<file path="config.mk">
export PLATFORM = sky130hd
export DESIGN_NAME = axi_burst_master
export DESIGN_NICKNAME = d
export VERILOG_FILES = /design/src/rtl/axi_burst_master.sv
export SDC_FILE = /design/constraint.sdc
export NUM_CORES = 1
export LEC_CHECK = 0
export BUFFER_PORTS_ARGS = -buffer_cell sky130_fd_sc_hd__buf_2
export CORE_AREA = 2 2 119 121
export CTS_CLUSTER_DIAMETER = 100
export DETAILED_ROUTE_END_ITERATION = 10
export DIE_AREA = 0 0 121 123
export MAX_ROUTING_LAYER = met4
export PLACE_DENSITY = 0.72
export SYNTH_ARGS = -nofsm -noshare
export SYNTH_HDL_FRONTEND = slang
export SYNTH_SLANG_ARGS = --single-unit
</file>
<file path="constraint.sdc">
create_clock -name a_clk -period 4.1 [get_ports a_clk]
set_input_delay 0.205 -clock a_clk [delete_from_list [all_inputs] [get_ports a_clk]]
set_output_delay 0.205 -clock a_clk [all_outputs]
set_load 0.03 [all_outputs]
</file>
<file path="src/rtl/axi_burst_master.sv">
// AXI3-style burst initiator: one command at a time from a simple cmd/data stream
// onto AW/W/B or AR/R, with illegal commands rejected before any bus traffic.
//
// state  | meaning
// IDLE   | waiting for a command, cmd_ready high
// CHECK  | one cycle legality check of the latched command
// WADDR  | AW presented until accepted
// WDATA  | write beats passed through from wd_* to w_*
// WRESP  | waiting for B
// RADDR  | AR presented until accepted
// RDATA  | read beats passed through from r_* to rd_*
// DONE   | one cycle done pulse carrying the final response
module axi_burst_master #(
  parameter int ID_W   = 4,
  parameter int ADDR_W = 32,
  parameter int DATA_W = 32
) (
  input  logic                  a_clk,
  input  logic                  a_reset,
  input  logic                  cmd_valid,
  output logic                  cmd_ready,
  input  logic                  cmd_write,
  input  logic [ID_W-1:0]       cmd_id,
  input  logic [ADDR_W-1:0]     cmd_addr,
  input  logic [3:0]            cmd_len,
  input  logic [2:0]            cmd_size,
  input  logic [1:0]            cmd_burst,
  input  logic                  wd_valid,
  output logic                  wd_ready,
  input  logic [DATA_W-1:0]     wd_data,
  input  logic [DATA_W/8-1:0]   wd_strb,
  output logic                  rd_valid,
  input  logic                  rd_ready,
  output logic [DATA_W-1:0]     rd_data,
  output logic [1:0]            rd_resp,
  output logic                  rd_last,
  output logic                  done_valid,
  output logic [1:0]            done_resp,
  output logic [ID_W-1:0]       aw_id,
  output logic [ADDR_W-1:0]     aw_addr,
  output logic [3:0]            aw_len,
  output logic [2:0]            aw_size,
  output logic [1:0]            aw_burst,
  output logic                  aw_valid,
  input  logic                  aw_ready,
  output logic [DATA_W-1:0]     w_data,
  output logic [DATA_W/8-1:0]   w_strb,
  output logic                  w_last,
  output logic                  w_valid,
  input  logic                  w_ready,
  input  logic [ID_W-1:0]       b_id,
  input  logic [1:0]            b_resp,
  input  logic                  b_valid,
  output logic                  b_ready,
  output logic [ID_W-1:0]       ar_id,
  output logic [ADDR_W-1:0]     ar_addr,
  output logic [3:0]            ar_len,
  output logic [2:0]            ar_size,
  output logic [1:0]            ar_burst,
  output logic                  ar_valid,
  input  logic                  ar_ready,
  input  logic [ID_W-1:0]       r_id,
  input  logic [DATA_W-1:0]     r_data,
  input  logic [1:0]            r_resp,
  input  logic                  r_last,
  input  logic                  r_valid,
  output logic                  r_ready
);

  localparam int STRB_W = DATA_W / 8;
  localparam int MAXSZ  = $clog2(STRB_W);

  typedef enum logic [2:0] {
    S_IDLE, S_CHECK, S_WADDR, S_WDATA, S_WRESP, S_RADDR, S_RDATA, S_DONE
  } state_t;

  state_t              state, state_n;
  logic                write_q;
  logic [ID_W-1:0]     id_q;
  logic [ADDR_W-1:0]   addr_q;
  logic [3:0]          len_q;
  logic [2:0]          size_q;
  logic [1:0]          burst_q;
  logic [3:0]          beat_cnt, beat_n;
  logic [1:0]          resp_q, resp_n;

  logic                run;
  logic                illegal;
  logic                wrap_len_ok;
  logic [ADDR_W-1:0]   align_mask;
  logic [12:0]         burst_bytes;
  logic [12:0]         page_end;

  assign run = !a_reset;

  // A burst spans at most 2 KiB, so the 4 KiB crossing of the full-width end
  // address reduces to the page offset plus length overflowing one page.
  assign burst_bytes = 13'({1'b0, len_q} + 5'd1) << size_q;
  assign page_end    = {1'b0, addr_q[11:0]} + burst_bytes;
  assign align_mask  = ~({ADDR_W{1'b1}} << size_q);
  assign wrap_len_ok = (len_q == 4'd1) || (len_q == 4'd3) || (len_q == 4'd7) || (len_q == 4'd15);

  always_comb begin
    illegal = 1'b0;
    if (burst_q == 2'b11)                             illegal = 1'b1;
    if (size_q > 3'(MAXSZ))                           illegal = 1'b1;
    if (burst_q == 2'b10 && !wrap_len_ok)             illegal = 1'b1;
    if (burst_q == 2'b10 && |(addr_q & align_mask))   illegal = 1'b1;
    if (burst_q == 2'b01 && page_end > 13'h1000)      illegal = 1'b1;
  end

  always_ff @(posedge a_clk) begin
    if (a_reset) begin
      state    <= S_IDLE;
      write_q  <= 1'b0;
      id_q     <= '0;
      addr_q   <= '0;
      len_q    <= '0;
      size_q   <= '0;
      burst_q  <= '0;
      beat_cnt <= '0;
      resp_q   <= '0;
    end else begin
      state    <= state_n;
      beat_cnt <= beat_n;
      resp_q   <= resp_n;
      if (state == S_IDLE && cmd_valid) begin
        write_q <= cmd_write;
        id_q    <= cmd_id;
        addr_q  <= cmd_addr;
        len_q   <= cmd_len;
        size_q  <= cmd_size;
        burst_q <= cmd_burst;
      end
    end
  end

  always_comb begin
    state_n = state;
    beat_n  = beat_cnt;
    resp_n  = resp_q;
    case (state)
      S_IDLE:  if (cmd_valid) state_n = S_CHECK;
      S_CHECK: begin
        if (illegal) begin
          resp_n  = 2'b10;
          state_n = S_DONE;
        end else begin
          state_n = write_q ? S_WADDR : S_RADDR;
        end
      end
      S_WADDR: begin
        if (aw_ready) begin
          beat_n  = '0;
          state_n = S_WDATA;
        end
      end
      S_WDATA: begin
        if (wd_valid && w_ready) begin
          if (beat_cnt == len_q) state_n = S_WRESP;
          else                   beat_n  = beat_cnt + 4'd1;
        end
      end
      S_WRESP: begin
        if (b_valid) begin
          resp_n  = (b_id != id_q) ? 2'b10 : b_resp;
          state_n = S_DONE;
        end
      end
      S_RADDR: begin
        if (ar_ready) begin
          beat_n  = '0;
          resp_n  = '0;
          state_n = S_RDATA;
        end
      end
      S_RDATA: begin
        if (r_valid && rd_ready) begin
          resp_n = (r_resp > resp_q) ? r_resp : resp_q;
          if (r_id != id_q) resp_n = 2'b10;
          if (r_last || beat_cnt == len_q) begin
            // early r_last, or a final beat without r_last, both abort the burst
            if (r_last != (beat_cnt == len_q)) resp_n = 2'b10;
            state_n = S_DONE;
          end else begin
            beat_n = beat_cnt + 4'd1;
          end
        end
      end
      S_DONE:  state_n = S_IDLE;
      default: state_n = S_IDLE;
    endcase
  end

  assign cmd_ready  = run && (state == S_IDLE);

  assign aw_valid   = run && (state == S_WADDR);
  assign aw_id      = id_q;
  assign aw_addr    = addr_q;
  assign aw_len     = len_q;
  assign aw_size    = size_q;
  assign aw_burst   = burst_q;

  assign w_valid    = run && (state == S_WDATA) && wd_valid;
  assign wd_ready   = run && (state == S_WDATA) && w_ready;
  assign w_data     = wd_data;
  assign w_strb     = wd_strb;
  assign w_last     = (beat_cnt == len_q);

  assign b_ready    = run && (state == S_WRESP);

  assign ar_valid   = run && (state == S_RADDR);
  assign ar_id      = id_q;
  assign ar_addr    = addr_q;
  assign ar_len     = len_q;
  assign ar_size    = size_q;
  assign ar_burst   = burst_q;

  assign rd_valid   = run && (state == S_RDATA) && r_valid;
  assign r_ready    = run && (state == S_RDATA) && rd_ready;
  assign rd_data    = r_data;
  assign rd_resp    = r_resp;
  assign rd_last    = r_last;

  assign done_valid = run && (state == S_DONE);
  assign done_resp  = resp_q;

endmodule
</file>
==> results of run 1 <==
## path summary, 6_finish.rpt
check | startpoint | endpoint | depth (start not counted)
setup reg to reg | ar_len[1]$_SDFFE_PP0P_ | done_resp[1]$_SDFFE_PP0P_ | 14
hold reg to reg | ar_addr[26]$_SDFFE_PP0P_ | ar_addr[26]$_SDFFE_PP0P_ | 2
hold / removal | cmd_addr[23] | ar_addr[23]$_SDFFE_PP0P_ | 3
setup / recovery | ar_len[1]$_SDFFE_PP0P_ | done_resp[1]$_SDFFE_PP0P_ | 14
## sequential cells by signal (all words and copies together), names as in the netlist
| register | cells |
|---|---|
| state | 3 |
| ar_burst | 2 |
| ar_id | 4 |
| beat_cnt | 4 |
| ar_addr | 32 |
| ar_len | 4 |
| ar_size | 3 |
| write_q | 1 |
| done_resp | 2 |
## through the flow
stage          hold WS, ns  power [W]   util  setup slack (ns)
2_1_floorplan        0.341    0.00216      -             0.425
3_3_place_gp         0.410    0.00235  0.333             0.396
3_5_place_dp         0.410    0.00236  0.333             0.276
4_1_cts              0.108    0.00285  0.344             0.261
5_1_grt              0.116    0.00304  0.345            0.0469
6_report             0.121    0.00281  0.345             0.314
## timing repair
| item | in CTS | in global routing |
|---|---|---|
| setup endpoints to repair | 0 | 1 |
| hold buffers | 0 | 0 |
| setup buffers | 0 | 0 |
| resized for setup | 0 | 2 |
## critical path, stage by stage (launching register included)
cell and delay (ns):
dfxtp_2 0.37, ha_1 0.25, nand3b_1 0.09, o21ai_0 0.08, a32oi_1 0.31, o21ai_0 0.16
a21o_1 0.22, ha_1 0.37, nand3_1 0.11, o22ai_2 0.25, o31ai_1 0.17, a2111oi_2 0.51
o21ai_1 0.12, a32oi_1 0.32, mux2_4 0.33
## layout by cell type, fill, tap and decap left out, drive strengths merged, types with 2 or more instances in the layout
| cell type | instances |
|---|---|
| mux2 | 3 |
| nand4 | 2 |
| nor2 | 26 |
| nor4 | 7 |
| a31o | 2 |
| inv | 27 |
| nand2 | 107 |
| clkbuf | 5 |
| o21a | 2 |
| buf | 178 |
| o31ai | 5 |
| nand3b | 5 |
| ha | 19 |
| a21oi | 70 |
| nand3 | 7 |
| o2111ai | 3 |
| o21ai | 13 |
| dfxtp | 55 |
| and3 | 14 |
| o22ai | 6 |
| xnor2 | 2 |
| nor3 | 8 |
| o311ai | 2 |
| nor4b | 2 |
| a31oi | 4 |
| a21o | 5 |
| a211oi | 4 |
| mux2i | 4 |
| a32oi | 2 |
| or3 | 2 |
| o211ai | 2 |
| a311o | 2 |
| xor2 | 14 |
| o221ai | 2 |
| nor2b | 5 |
## power by group through the flow
| stage | Clock [W] | Sequential, W | Combinational (W) |
|---|---|---|---|
| final | 0.000475 | 0.000839 | 0.00150 |
| after global routing | 0.000517 | 0.000868 | 0.00165 |
| after CTS | 0.000499 | 0.000841 | 0.00151 |
| after detailed placement | 0 | 0.000853 | 0.00151 |
| after global placement | 0 | 0.000850 | 0.00150 |
| after floorplan | 0 | 0.000938 | 0.00122 |
## layer usage
metal | GRT usage | vias up | wire length, um
met4 | 0.0683 | 0 | 394
met2 | 0.248 | 166 | 5580
li1 | - | 1982 | -
met1 | 0.220 | 1849 | 5650
met5 | - | - | 0
met3 | 0.0470 | 28 | 849
## logic make-up (layout without fill, tap and decap cells)
| logic type | count (synthesis) | in the layout | synth area share |
|---|---|---|---|
| buffers and inverters | 174 | 211 | 0.251 |
| multiplexers | 7 | 7 | 0.0176 |
| AND/OR/NAND/NOR | 191 | 191 | 0.204 |
| flip-flops | 55 | 55 | 0.250 |
| AO/OA/AOI/OAI | 132 | 132 | 0.187 |
| adder cells (fa/ha/maj) | 20 | 20 | 0.0586 |
| XOR/XNOR | 16 | 16 | 0.0319 |
## cell type report
cell class	instances	area [um^2]
fillers	1463	8920
clock buffers	5	125
flip-flops and latches	55	1100
well taps	180	225
repair buffers	178	903
clock inverters	3	33.8
multi-input cells	366	2210
inverters	25	93.8
==> results.toml, run 1 <==
[place]
dp.cells = 804
gp_congestion = 0.915
place_area_um2 = 4530
post-dp-hpwl_um = 9440
place.port_buffers = 173

[power]
powerDensity_nw_per_um2 = 600
p_leak_nw = 2.32
pwr-share-clk = 0.169
peakVddDrop_v = 0.000390
intPower_w = 0.00137
comb_power_share = 0.533
p_seq_frac = 0.298
p_switching_w = 0.00145
p_sw_frac = 0.515

[drt]
wl_per_cell_um = 15.4
vias = 4025
drt_iter0_drc = 266
wirelength_um = 12500
drc = 0
avgViaCountPerCell = 4.96
drtAntennaViolNets = 0
first_pass_iters = 8

[grt]
grt_max_degree = 62
grt_usage = 0.169
grt_pass1_wl_um = 19100
grt_pass1_vias = 3561
grt_overflow = 0
antenna_found_initial = 0

[synth]
synth_seq_cells = 55
synth_cells = 595
synth_top_area_share = 0.250
synth_edf_count = 0
syn-num-nets = 752
synth.distinct_cells = 60
synthTopCellsByCount = "117 x buf_4, 107 x nand2_1, 70 x a21oi_1, 55 x dfxtp_1, 29 x clkbuf_1"
synthArstFlopShare = 0
syn_area_per_cell_um2 = 7.39
yosys_warnings = 0
synth.most_common_cell = "buf_4"
ys_seq_area_frac = 0.250
synth_area_um2 = 4400
yosysTopAreaCell = "dfxtp_1"
synth_area_leaders = "dfxtp_1 25%, buf_4 20%, nand2_1 9.1%"
synthFlopType = "dfxtp_1"

[timing]
skew_ns = 0.00882
drv_slew = 0
setup_viol_count_final = 0
slew_headroom = 0.310
tightest_slew_ns = 1.03
fmax_mhz = 264
hold_violations = 0
setup_tns_ns = 0
fin_crit_sh = 0.924
rsz0062_at_grt = "false"
finalCriticalPeriod_ns = 3.79

[critical_path]
worstPathArrival_ns = 3.99
r2r_setup_slack_ns = 0.31
worstSetupStartpointType = "flip-flop"
cp_max_fo = 8
critical_path_required_ns = 4.30
critical_path_class = "reg -> reg"
critPathCaptureType = "flip-flop"

[final_layout]
final_cells = 812
drive_above_1_share = 0.321
diodes = 0
synthToLayoutAreaGrowth_pct = 6.63
fin_nets = 788
design_area_um2 = 4690

[die]
fp.dieH_um = 123
initial_utilization = 0.323
ios = 310
die_w_um = 121
core.rowCount = 43
die_area_um2 = 14900
coreArea_um2 = 13600

[clocking]
clk_latency_ns = 0.31
htreeDepth = 2
root_buffer = "clkbuf_16"
clk_path_buf_depth = 2
cts_buffers = 5
path_clk_slew_ns = 0.08
cts_tree = "yes"
cts.sinks = 55

[job]
maxCapViolCount = 0

[run_status]
status = "complete, no violations"

[worst_hold_path]
min_path_type = "in -> reg"
Power figures use the tool's default switching activity.
==> run 2: changes to the inputs <==
- CTS_BUF_LIST: not set -> sky130_fd_sc_hd__clkbuf_8 sky130_fd_sc_hd__clkbuf_16
- PLACE_DENSITY: 0.72 -> not set
- PLACE_DENSITY_LB_ADDON: not set -> 0.2
- REMOVE_ABC_BUFFERS: not set -> 1
==> run 2 against run 1 <==
  * Sequential share of layout area down 0.25 points
  * Worst hold slack better by 0.0064 ns
  * Final cell count up 0.25%
  * Critical path type unchanged
  * Critical endpoint unchanged
  * Largest power group unchanged
==> results.toml, run 2 (synthesis gave the netlist of run 1 again) <==
[place]
dp.cells = 806
gp_congestion = 0.873
post-place-ws_ns = 0.427
place.port_buffers = 173
post-dp-hpwl_um = 12700

[critical_path]
cpMostUsedCell = "ha_1"
worstPathArrival_ns = 3.91
cp_cell_sequence = "ha_1, xor2_1, nand2_1, o21ai_0, a21oi_1, o22ai_1, ha_1, a21o_1, a221oi_2, a211oi_1, a311o_1, nor4_4, a32oi_1, mux2_4"
worstSetupStartpointType = "flip-flop"
startpoint = "ar_len[1]$_SDFFE_PP0P_"
rr_endpoint = "done_resp[1]$_SDFFE_PP0P_"
r2r_setup_slack_ns = 0.39
max_stage_delay_ns = 0.39
critical_path_class = "reg -> reg"
critPathCaptureType = "flip-flop"
reg2reg_depth = 14
cp_max_fo = 10
critPathCapture = "done_resp[1]$_SDFFE_PP0P_"
slowest_stage = "dfxtp_1"
critical_path_required_ns = 4.30
rr_startpoint = "ar_len[1]$_SDFFE_PP0P_"

[power]
p_total_w = 0.00287
comb_power_share = 0.520
powerDensity_nw_per_um2 = 607
p_leak_nw = 2.35
pwr-share-clk = 0.194
p_switching_w = 0.00139
p_seq_frac = 0.286
intPower_w = 0.00148
peakVddDrop_v = 0.000284
p_sw_frac = 0.484

[clocking]
clk_latency_ns = 0.31
clk_path_buf_depth = 2
cts_setup_buffers = 0
cts_resized = 0
htreeDepth = 2
cts.sinks = 55
cts.hold.buffers_added = 0
cts_buffers = 5
cts_tree = "yes"
path_clk_slew_ns = 0.07
root_buffer = "clkbuf_16"

[final_layout]
fin_nets = 790
final_cells = 814
final_cell_mix = "173 x buf_2, 107 x nand2_1, 70 x a21oi_1, 55 x dfxtp_1, 26 x nor2_1"
mostFrequentLayoutCell = "buf_2"
diodes = 0
largest_reg_flops = 32
drive_above_1_share = 0.320
synthToLayoutAreaGrowth_pct = 7.65

[worst_hold_path]
min_path_type = "in -> reg"
holdPathStages = 3

[timing]
fin_ws_ns = 0.387
skew_ns = 0.00791
hold_violations = 0
rsz0062_at_grt = "false"
tightest_slew_ns = 1.03
fin_crit_sh = 0.906
finalCriticalPeriod_ns = 3.71
slew_headroom = 0.313
drv_slew = 0
fmax_mhz = 269
setup_viol_count_final = 0
setup_tns_ns = 0

[die]
core.rowCount = 43
fp.dieH_um = 123
coreArea_um2 = 13600
die_w_um = 121
ios = 310
die_area_um2 = 14900
initial_utilization = 0.323

[grt]
grt_pass1_wl_um = 22500
grt_overflow = 0
grt_usage = 0.214
antenna_found_initial = 0
grt_max_degree = 52
grt_pass1_vias = 3623

[job]
maxCapViolCount = 0

[drt]
wirelength_um = 15800
first_pass_iters = 4
avgViaCountPerCell = 4.98
drtAntennaViolNets = 0
drt_iter0_drc = 180
vias = 4053
drc = 0
wl_per_cell_um = 19.4

[run_status]
status = "complete, no violations"
[run 2: changes by cell type in the layout (fill, tap and decap cells not counted), sizes merged]
| cell | before | now |
|---|---|---|
| clkinv | 1 | 0 |
| clkinvlp | 0 | 1 |
| buf | 178 | 180 |
| inv | 27 | 25 |
| bufinv | 0 | 2 |
[run 2: worst min path at each step]
stage,startpoint,endpoint,slack (ns)
6_report,cmd_addr[15],ar_addr[15]$_SDFFE_PP0P_,0.13
2_1_floorplan,a_reset,ar_addr[0]$_SDFFE_PP0P_,0.27
3_5_place_dp,r_data[11],rd_data[11],0.41
4_1_cts,cmd_addr[15],ar_addr[15]$_SDFFE_PP0P_,0.11
3_3_place_gp,r_data[11],rd_data[11],0.41
5_1_grt,cmd_len[2],ar_len[2]$_SDFFE_PP0P_,0.12
[run 2: through the flow]
stage / hold slack [ns] / utilization / area (um^2)
after global placement: 0.410 / 0.334 / 4540
after detailed placement: 0.410 / 0.334 / 4540
after floorplan: 0.274 / - / 3390
after CTS: 0.114 / 0.348 / 4740
final: 0.127 / 0.348 / 4740
after global routing: 0.124 / 0.348 / 4740
[run 2: critical path, delay by kind of cell (launching register included)]
| kind | cells | cell delay (ns) |
|---|---|---|
| AO/OA/AOI/OAI | 8 | 1.73 |
| adder cells (fa/ha/maj) | 2 | 0.61 |
| flip-flops | 1 | 0.39 |
| multiplexers | 1 | 0.33 |
| AND/OR/NAND/NOR | 2 | 0.29 |
| XOR/XNOR | 1 | 0.25 |
[run 2: layer usage]
layer  GRT usage  vias to the layer above  wire length [um]
li1            -                     1976                 -
met1       0.218                     1824              5770
met2       0.326                      218              7080
met3       0.112                       35              2020
met4       0.130                        0               900
met5           -                        -                 0
[run 2: area by class of cell]
class	count	area [um^2]
Fill cell	1475	8880
Multi-Input combinational cell	366	2200
Sequential cell	55	1100
Timing Repair Buffer	180	918
Tap cell	180	225
Clock buffer	5	125
Inverter	25	93.8
Clock inverter	3	67.6
[run 2: power by group through the flow]
stage	registers [W]	logic (W)	clock network (W)
6_report	0.000823	0.00150	0.000556
5_1_grt	0.000853	0.00164	0.000605
4_1_cts	0.000828	0.00151	0.000581
3_5_place_dp	0.000839	0.00151	0
3_3_place_gp	0.000833	0.00150	0
2_1_floorplan	0.00118	0.000671	0
